===== src/rtl/id_ex_stage.sv =====
// ID->EX pipeline register with ALU operand select, alu_ctrl decode and MEM/WB forwarding.
// Define ID_EX_FWD_EN to enable forwarding and stall refresh; otherwise held regfile data is used.
module id_ex_stage #(
    parameter int XLEN   = 32,
    parameter int REG_AW = 5
) (
    input  logic              clk,
    input  logic              rst_n,
    input  logic              flush,
    input  logic              id_valid,
    output logic              id_ready,
    input  logic [REG_AW-1:0] id_rs1,
    input  logic [REG_AW-1:0] id_rs2,
    input  logic [XLEN-1:0]   id_rs1_data,
    input  logic [XLEN-1:0]   id_rs2_data,
    input  logic [XLEN-1:0]   id_imm,
    input  logic              id_use_imm,
    input  logic [1:0]        id_alu_op,
    input  logic [2:0]        id_funct3,
    input  logic              id_funct7_5,
    input  logic [REG_AW-1:0] id_rd,
    input  logic              id_reg_write,
    input  logic              ex_ready,
    output logic              ex_valid,
    output logic [XLEN-1:0]   alu_a,
    output logic [XLEN-1:0]   alu_b,
    output logic [2:0]        alu_ctrl,
    output logic [REG_AW-1:0] ex_rd,
    output logic              ex_reg_write,
    output logic              ex_illegal,
    input  logic [REG_AW-1:0] mem_rd,
    input  logic              mem_reg_write,
    input  logic [XLEN-1:0]   mem_result,
    input  logic [REG_AW-1:0] wb_rd,
    input  logic              wb_reg_write,
    input  logic [XLEN-1:0]   wb_result
);

    logic              valid_q;
    logic [REG_AW-1:0] rs1_q, rs2_q, rd_q;
    logic [XLEN-1:0]   rs1_data_q, rs2_data_q, imm_q;
    logic              use_imm_q, reg_write_q, illegal_q;
    logic [2:0]        ctrl_q;

    logic              load;
    logic              stall;
    logic [2:0]        dec_ctrl;
    logic              dec_illegal;
    logic [XLEN-1:0]   opnd_a, opnd_b;

    assign id_ready = !valid_q || ex_ready;
    // A flush drops the offered instruction, so none of its fields are captured.
    assign load     = id_valid && id_ready && !flush;
    assign stall    = valid_q && !ex_ready;

    always_comb begin
        dec_ctrl    = 3'b000;
        dec_illegal = 1'b0;
        case (id_alu_op)
            2'b00: dec_ctrl = 3'b000;
            2'b01: dec_ctrl = 3'b001;
            2'b10: begin
                case (id_funct3)
                    3'b000:  dec_ctrl = (id_funct7_5 && !id_use_imm) ? 3'b001 : 3'b000;
                    3'b111:  dec_ctrl = 3'b010;
                    3'b110:  dec_ctrl = 3'b011;
                    default: dec_illegal = 1'b1;
                endcase
            end
            default: dec_illegal = 1'b1;
        endcase
    end

`ifdef ID_EX_FWD_EN
    // MEM is the younger producer, so it wins over WB; x0 is hardwired and never forwarded.
    always_comb begin
        opnd_a = rs1_data_q;
        if (mem_reg_write && (mem_rd == rs1_q) && (rs1_q != '0))
            opnd_a = mem_result;
        else if (wb_reg_write && (wb_rd == rs1_q) && (rs1_q != '0))
            opnd_a = wb_result;
    end

    always_comb begin
        opnd_b = rs2_data_q;
        if (mem_reg_write && (mem_rd == rs2_q) && (rs2_q != '0))
            opnd_b = mem_result;
        else if (wb_reg_write && (wb_rd == rs2_q) && (rs2_q != '0))
            opnd_b = wb_result;
    end
`else
    assign opnd_a = rs1_data_q;
    assign opnd_b = rs2_data_q;

    logic unused_fwd;
    assign unused_fwd = ^{mem_rd, mem_reg_write, mem_result, wb_rd, wb_reg_write, wb_result,
                          rs1_q, rs2_q, stall};
`endif

    always_ff @(posedge clk or negedge rst_n) begin
        if (!rst_n) begin
            valid_q <= 1'b0;
        end else if (flush) begin
            valid_q <= 1'b0;
        end else if (load) begin
            valid_q <= 1'b1;
        end else if (valid_q && ex_ready) begin
            valid_q <= 1'b0;
        end
    end

    always_ff @(posedge clk or negedge rst_n) begin
        if (!rst_n) begin
            rs1_q       <= '0;
            rs2_q       <= '0;
            rs1_data_q  <= '0;
            rs2_data_q  <= '0;
            imm_q       <= '0;
            use_imm_q   <= 1'b0;
            ctrl_q      <= 3'b000;
            rd_q        <= '0;
            reg_write_q <= 1'b0;
            illegal_q   <= 1'b0;
        end else if (load) begin
            rs1_q       <= id_rs1;
            rs2_q       <= id_rs2;
            rs1_data_q  <= id_rs1_data;
            rs2_data_q  <= id_rs2_data;
            imm_q       <= id_imm;
            use_imm_q   <= id_use_imm;
            ctrl_q      <= dec_ctrl;
            rd_q        <= id_rd;
            reg_write_q <= id_reg_write && !dec_illegal;
            illegal_q   <= dec_illegal;
        end
`ifdef ID_EX_FWD_EN
        // Keep a producer that retires from WB while we are stalled.
        else if (stall) begin
            rs1_data_q <= opnd_a;
            rs2_data_q <= opnd_b;
        end
`endif
    end

    assign ex_valid     = valid_q;
    assign alu_a        = opnd_a;
    assign alu_b        = use_imm_q ? imm_q : opnd_b;
    assign alu_ctrl     = ctrl_q;
    assign ex_rd        = rd_q;
    assign ex_reg_write = reg_write_q;
    assign ex_illegal   = illegal_q;

endmodule


===== config.mk =====
export PLATFORM = sky130hd
export DESIGN_NAME = id_ex_stage
export DESIGN_NICKNAME = d
export VERILOG_FILES = /design/src/rtl/id_ex_stage.sv
export SDC_FILE = /design/constraint.sdc
export NUM_CORES = 1
export LEC_CHECK = 0
export ABC_AREA = 1
export CORE_MARGIN = 2
export CORE_UTILIZATION = 34
export DETAILED_ROUTE_END_ITERATION = 8
export PLACE_DENSITY = 0.73
export REMOVE_ABC_BUFFERS = 1
export SLEW_MARGIN = 20
export SYNTH_ARGS = -nofsm -noshare
export SYNTH_HDL_FRONTEND = slang
export SYNTH_SLANG_ARGS = --single-unit
export TNS_END_PERCENT = 30

===== constraint.sdc =====
create_clock -name clk -period 1.15 [get_ports clk]
set_input_delay 0.1725 -clock clk [delete_from_list [all_inputs] [get_ports clk]]
set_output_delay 0.1725 -clock clk [all_outputs]
set_load 0.01 [all_outputs]

After elaboration in Yosys (flattened, before gate mapping)

Cells that the tools add are included.
W data, S select, Z words.

Equality and inequality tests: 4
Mux-type cells: 9
Reduce and logical (&&, ||, !) cells: 15

Operators with widths:

| operator             | count |
|---|---|
| $mux W32             | 1 |
| $eq A3 B3 Y1 const B | 2 |
| $pmux W2 S3          | 1 |
| $pmux W3 S2          | 1 |
| $logic_and A1 B1 Y1  | 5 |
| $mux W1              | 5 |
| $logic_not A1 Y1     | 4 |
| $logic_not A3 Y1     | 1 |
| $reduce_bool A3 Y1   | 1 |
| $reduce_or A3 Y1     | 1 |
| $eq A2 B1 Y1 const B | 1 |
| $eq A2 B2 Y1 const B | 1 |
| $logic_not A2 Y1     | 1 |
| $pmux W1 S2          | 1 |
| $reduce_or A2 Y1     | 1 |
| $logic_or A1 B1 Y1   | 1 |

Flip-flop bits (word level): 108
Input port bits: 200
Word-level logic and storage cells: 37

Logic depth before layout (Yosys ltp)

Gate-level depths: netlist of run 1.

Depth in word-level cells: 6
Gate-level depth with buffers: 9

Least setup slack after synthesis of run 1

Ideal clock, no wire load.

Kind: register to register
From: reg valid_q (netlist: ex_valid)
To: reg rs1_data_q[0] (netlist: alu_a[0])
Library setup time: 0.117 ns
Arrival time: 1.150 ns
Required time: 1.033 ns
Slack: -0.117 ns
Stages on the path, launching flop included: 9
Path buffers: 2
Period minus slack after synthesis: 1.267 ns
Cells stage by stage: dfrtp_1 -> nand2_2 -> nand2_2 -> nor2_4 -> inv_2 -> buf_4 -> buf_2 -> nand2_1 -> nand2_1

Word-level cells in the longest chain between the ends: 4

Ends and longest elaborated chain:

| item                              | line | source |
|---|---|---|
| start: declaration                | 39   | `logic valid_q;` |
| start signal: assignment          | 102  | `valid_q <= 1'b0;` |
| start signal: assignment          | 104  | `valid_q <= 1'b0;` |
| start signal: assignment          | 106  | `valid_q <= 1'b1;` |
| $logic_not A1 Y1                  | 51   | `assign id_ready = !valid_q \|\| ex_ready;` |
| $logic_or A1 B1 Y1                | 51   |  |
| named net id_ready                | 11   | `output logic id_ready,` |
| $logic_and A1 B1 Y1 (2 in series) | 53   | `assign load = id_valid && id_ready && !flush;` |
| end signal: assignment            | 127  | `rs1_data_q <= id_rs1_data;` |
| end: declaration                  | 41   | `logic [XLEN-1:0] rs1_data_q, rs2_data_q, imm_q;` |

The timed path passes the listed nets, and every way through them passes these cells.
A chain may end at the register's enable or synchronous reset.

Worst setup path in the final report of run 1

From: reg use_imm_q
To: out alu_b[23]

Word-level cells in the longest chain between the ends: 1

Ends and longest elaborated chain:

| item                     | line | source |
|---|---|---|
| start: declaration       | 42   | `logic use_imm_q, reg_write_q, illegal_q;` |
| start signal: assignment | 130  | `use_imm_q <= id_use_imm;` |
| $mux W32                 | 147  | `assign alu_b = use_imm_q ? imm_q : opnd_b;` |
| end: declaration         | 26   | `output logic [XLEN-1:0] alu_b,` |

No other way between the ends.

==> out/metrics.csv, run 1 <==
stage,metric,value,unit
drt,DR vias/cell,4.44,
worst_setup_path,critical path peak fanout,11,
yosys,Synth top area share,59.0,%
placed_design,I/O Buffers,188,
worst_setup_path,worst path cell trace,buf_4 > buf_8 > o21ai_2 > buf_2,
yosys,most numerous cell in the Yosys netlist,nand2_1,
pwr,Leak Pwr,3.72,nW
placed_design,Post-DP HPWL,7830,um
worst_setup_path,WP data arrival,1.41,ns
clock_tree,clock sinks,107,
clock_tree,worst skew pair latency,0.34,ns
floorplan,Top Ports,276,
final_layout,layout cells sized above 1,25.3,%
clock_tree,total CTS buffers,9,
placed_design,Place WS,-0.446,ns
clock_tree,Clock transition at path regs,0.07,ns
timing,Final Hold Fails,0,
floorplan,row count,42,
clock_tree,H-tree depth,3,
yosys,Cells after Synth,551,
yosys,sequential share of the synthesized area,59.0,%
yosys,"FF+latch count, synth",107,
drt,drt drc,0,
worst_setup_path,"Slowest-stage cell, CP",dfrtp_2,
yosys,dominant cell type by area after synthesis,dfrtp_1,
timing,"Setup violations, final",138,
drt,drt wl/cell,14.3,um
global_routing,first-pass GRT wire length,18400,um
pwr,Max VDD drop,0.756,mV
global_routing,initial antenna violation count,0,
status,outcome,"finished, violations left",
clock_tree,clk root buf,clkbuf_16,
final_layout,# diodes,0,
min_path,Tightest Hold Check Type,primary input to asynchronous set/reset pin,
floorplan,Die Width,120,um
timing,fin. max-slew vios,0,
final_layout,fill count,1268,
worst_setup_path,Setup crit end kind,output pin,
floorplan,full die area,14300,um2
worst_setup_path,critical path's largest stage delay,0.47,ns
drt,drt first pass iters,4,
yosys,Post-Synthesis Cell Area,4540,um2
yosys,synthesis warning total,0,
worst_setup_path,Startpoint Class,flop,
status,failing checks,negative setup slack,
timing,final worst setup slack,-0.428,ns
global_routing,vias in the first global route,3778,
yosys,synth cell count leaders,"nand2_1 (290), dfrtp_1 (107), o21ai_0 (65), inv_1 (41), buf_2 (14)",
timing,Setup Skew,0.00453,ns
clock_tree,deepest clock path buffer count,2,
global_routing,grt total ovfl,0,
drt,Routed WL,13500,um
final_layout,NumNets Final,965,
yosys,Synth cell types,17,
drt,antenna-violating nets left,0,
final_layout,Area growth syn-to-layout,59.5,%
timing,achievable frequency,0.634,GHz
timing,RSZ-0062 raised after global routing,true,
timing,Final period util,137,%
yosys,asr flop ratio synth,100,%
drt,via count,4187,
drt,Iter 0 DRT Violations,301,
yosys,number of flops mapped to enable cells by yosys,0,
timing,crit path time final,1.58,ns
yosys,largest cells by area after synthesis,"dfrtp_1 (59%), nand2_1 (24%), o21ai_0 (7.2%), inv_1 (3.4%), buf_2 (1.5%)",
placed_design,placed insts,904,
floorplan,core area,13100,um2
timing,TNS Setup,-30.86,ns
global_routing,largest net degree at the start of global routing,75,
floorplan,Initial Utilization,34.6,%
pwr,Overall Power,10.4,mW
worst_setup_path,WP data required,0.98,ns
final_layout,Post-Layout Cell Count,942,
placed_design,GPL Wtd Cong,0.734,
job,# Max-Cap Violations,0,
yosys,Most used DFF post-synth,dfrtp_1,
clock_tree,CTS tree,done,
yosys,"Avg Cell Area, Syn",8.24,um2
global_routing,GRT Util Overall,16.2,%
floorplan,die height,120,um
worst_setup_path,critical path class,flop to output pin,
pwr,P per Cell Area,1440,nW/um2
-- timing repair --
action,CTS,global route
cloned,0,14
hold buffers,1,0
endpoints found under the hold margin,17,0
pin swaps,3,3
gates resized for setup,282,151
buffers inserted,4,5
endpoints found under the setup margin,181,162
-- registers in the layout, indices dropped and copies added (netlist names) --
| name | count |
|---|---|
| alu_a | 32 |
| alu_ctrl | 2 |
| ex_illegal | 1 |
| ex_rd | 5 |
| ex_reg_write | 1 |
| ex_valid | 1 |
| imm_q | 32 |
| opnd_b | 32 |
| use_imm_q | 1 |
-- logic make-up after synthesis --
logic type	count (synthesis)	synth area share, %
fa+ha+maj	3	0.827
flops	107	59.0
buf+inv	73	7.58
other cells	1	0.0826
simple gates	300	25.1
compound gates	67	7.41
-- layer usage --
layer	part of all wire, %	GRT usage (%)
met1	45	21.2
met2	47	25.2
met3	7.2	6.27
met4	1.0	4.49
met5	0	0
-- layout by cell type (no fill, tap or decap), types with 3 or more instances in the layout --
master             n
nand2_2           24
nor2_1             3
clkbuf_16         18
nand2_1          260
inv_1             41
buf_4             18
clkdlybuf4s50_1  112
buf_12             9
nand2_4            8
clkbuf_2           6
dfrtp_1          106
buf_2             68
o21ai_0           15
o21ai_2           25
o21ai_1           24
ha_1               3
buf_6              6
-- layout make-up --
class | instances | area [um2] | area share [%]
timing repair buffer | 231 | 2140 | 29.5
tap | 176 | 220 | 3.04
sequential | 107 | 2680 | 37.0
clock inverter | 2 | 35.0 | 0.484
multi-input combinational | 371 | 1750 | 24.2
inverter | 42 | 158 | 2.18
clock buffer | 13 | 260 | 3.59
-- per-stage QoR --
step	hold WS, ns	utilization, %	instance area (um2)
2_1_floorplan	-0.123	-	4350
3_3_place_gp	0.0884	50.9	6690
3_5_place_dp	0.0879	50.9	6690
4_1_cts	0.259	52.9	6950
5_1_grt	0.283	55.1	7240
6_report	0.270	55.1	7240
-- critical path: cells and delay by family, from the launching register on --
family / cells / cell delay [ns]
buf+inv: 3 / 0.44
flops: 1 / 0.47
compound gates: 1 / 0.14
-- report_power, final --
part / internal (mW) / switching, mW
Sequential: 4.31 / 0.262
Combinational: 1.34 / 1.41
Clock: 1.79 / 1.30
-- worst paths after layout --
path	startpoint	endpoint	slack, ns	depth (start not counted)
max	use_imm_q	alu_b[23]	-0.43	4
min	rst_n	alu_ctrl[1]	0.27	2
max reg2reg	ex_valid	opnd_b[1]	-0.25	7
min reg2reg	alu_a[27]	alu_a[27]	0.46	2
max in group asynchronous	rst_n	alu_a[27]	0.37	3
min in group clk	id_rs1_data[7]	alu_a[7]	0.36	3
(Power assumes the default switching activity.)
==> run 2: changes to the inputs <==
Settings changed: CAP_MARGIN set to 15, GPL_ROUTABILITY_DRIVEN set to 0.
==> results of run 2 <==
Same layout as run 1: the final DEF is identical, and so are final timing and power.
==> run 3: changes to the inputs <==
Settings changed: CAP_MARGIN 15 to unset, PLACE_DENSITY 0.73 to 0.85.
==> out/metrics.csv, run 3 (synthesis results as in run 1) <==
stage,metric,value,unit
drt,drt first pass iters,5,
timing,achievable frequency,0.661,GHz
clock_tree,clock sinks,107,
worst_setup_path,Startpoint Class,flop,
floorplan,Initial Utilization,34.6,%
timing,final worst setup slack,-0.363,ns
global_routing,vias in the first global route,3978,
min_path,Tightest Hold Check Type,primary input to asynchronous set/reset pin,
placed_design,Place WS,-0.442,ns
timing,Setup Skew,0.00515,ns
drt,M1 wire length,6080,um
global_routing,grt total ovfl,0,
drt,DR vias/cell,4.55,
placed_design,Placed Area,6680,um2
drt,Max Used Layer,met4,
worst_setup_path,WP data required,0.98,ns
worst_setup_path,"Slowest-stage cell, CP",dfrtp_2,
timing,Final Hold Fails,0,
clock_tree,Clock transition at path regs,0.07,ns
drt,Met3 Routed Length,1040,um
drt,Iter 0 DRT Violations,228,
drt,drt drc,0,
worst_setup_path,critical path's largest stage delay,0.47,ns
placed_design,Post-DP HPWL,8160,um
worst_setup_path,critical path peak fanout,21,
clock_tree,worst skew pair latency,0.35,ns
timing,"Setup violations, final",138,
job,# Max-Cap Violations,0,
pwr,P per Cell Area,1440,nW/um2
clock_tree,total CTS buffers,9,
worst_setup_path,Setup crit end kind,output pin,
clock_tree,H-tree depth,3,
drt,met2 wire length,6820,um
global_routing,GRT Util Overall,17.1,%
global_routing,first-pass GRT wire length,19400,um
floorplan,Top Ports,276,
final_layout,fin util,54.7,%
final_layout,"most common cell after layout, fill and taps aside",nand2_1,
final_layout,layout cells sized above 1,22.3,%
final_layout,final instance area,7190,um2
floorplan,row count,42,
floorplan,Die Width,120,um
floorplan,core area,13100,um2
pwr,Overall Power,10.4,mW
timing,RSZ-0062 raised after global routing,true,
timing,Final period util,132,%
timing,fin. max-slew vios,0,
clock_tree,CTS tree,done,
drt,antenna-violating nets left,0,
drt,via count,4277,
global_routing,largest net degree at the start of global routing,71,
clock_tree,clk root buf,clkbuf_16,
status,failing checks,negative setup slack,
drt,drt wl/cell,15.2,um
final_layout,NumNets Final,961,
global_routing,initial antenna violation count,0,
timing,TNS Setup,-31.34,ns
worst_setup_path,WP data arrival,1.34,ns
final_layout,# diodes,0,
floorplan,full die area,14300,um2
clock_tree,deepest clock path buffer count,2,
worst_setup_path,critical path class,flop to output pin,
status,outcome,"finished, violations left",
pwr,Leak Pwr,3.69,nW
timing,crit path time final,1.51,ns
placed_design,I/O Buffers,188,
floorplan,die height,120,um
worst_setup_path,worst path cell trace,clkbuf_16 > o21ai_0 > buf_2,
final_layout,Area growth syn-to-layout,58.4,%
drt,Routed WL,14300,um
final_layout,most frequent cells in the layout,"nand2_1 (270), clkdlybuf4s50_1 (112), dfrtp_1 (106)",
pwr,Max VDD drop,0.712,mV
[run 3: cell types whose count changed in the layout (fill, tap and decap cells not counted), sizes merged]
| cell | change |
|---|---|
| buf | -5 |
| clkinv | +2 |
| clkbuf | -1 |
| clkinvlp | +1 |
[run 3: cell type report]
cell class,count,area (um2)
clock buffer,11,243
fill,1229,5950
multi-input combinational,371,1650
tap,176,220
timing repair buffer,227,2180
clock inverter,5,52.6
inverter,42,163
sequential,107,2680
[run 3: report_power, final]
group / switching, mW / internal (mW) / leakage (nW)
sequential: 0.267 / 4.31 / 1.33
clock: 1.37 / 1.74 / 0.145
combinational: 1.38 / 1.29 / 2.22
[run 3: worst max-delay path: cells and delay by family (launching register included)]
| family | cells | cell delay [ns] |
|---|---|---|
| buffers and inverters | 2 | 0.36 |
| DFF | 1 | 0.47 |
| AOI/OAI and AO/OA | 1 | 0.16 |
[run 3: timing repair]
item | 4_1_cts | 5_1_grt
endpoints found under the hold margin | 107 | 0
setup endpoints to repair | 181 | 162
cloned | 0 | 15
pin swaps | 3 | 10
hold buffers | 1 | 0
gates resized for setup | 309 | 97
setup buffers | 2 | 4
[run 3: metal layers]
| metal | vias to the layer above | global-route usage [%] |
|---|---|---|
| met4 | 0 | 7.28 |
| met5 | - | 0 |
| li1 | 2086 | - |
| met1 | 1987 | 20.9 |
| met2 | 182 | 28.6 |
| met3 | 22 | 4.42 |
[run 3: worst paths after layout]
path                       slack, ns          to       startpoint  cells after the start
max reg2reg                    -0.26  opnd_b[12]         ex_valid                      6
min in group clk                0.36   alu_a[20]  id_rs1_data[20]                      3
min                             0.23   opnd_b[3]            rst_n                      2
min reg2reg                     0.46   alu_a[10]        alu_a[10]                      2
max                            -0.36    alu_b[0]        use_imm_q                      3
max in group asynchronous       0.46    imm_q[9]            rst_n                      3
[run 3: through the flow]
| step | cells | hold WS (ns) |
|---|---|---|
| floorplan | 520 | -0.123 |
| global placement | 901 | 0.0449 |
| detailed placement | 901 | 0.0423 |
| CTS | 920 | 0.204 |
| global route | 939 | 0.234 |
| finish | 939 | 0.233 |
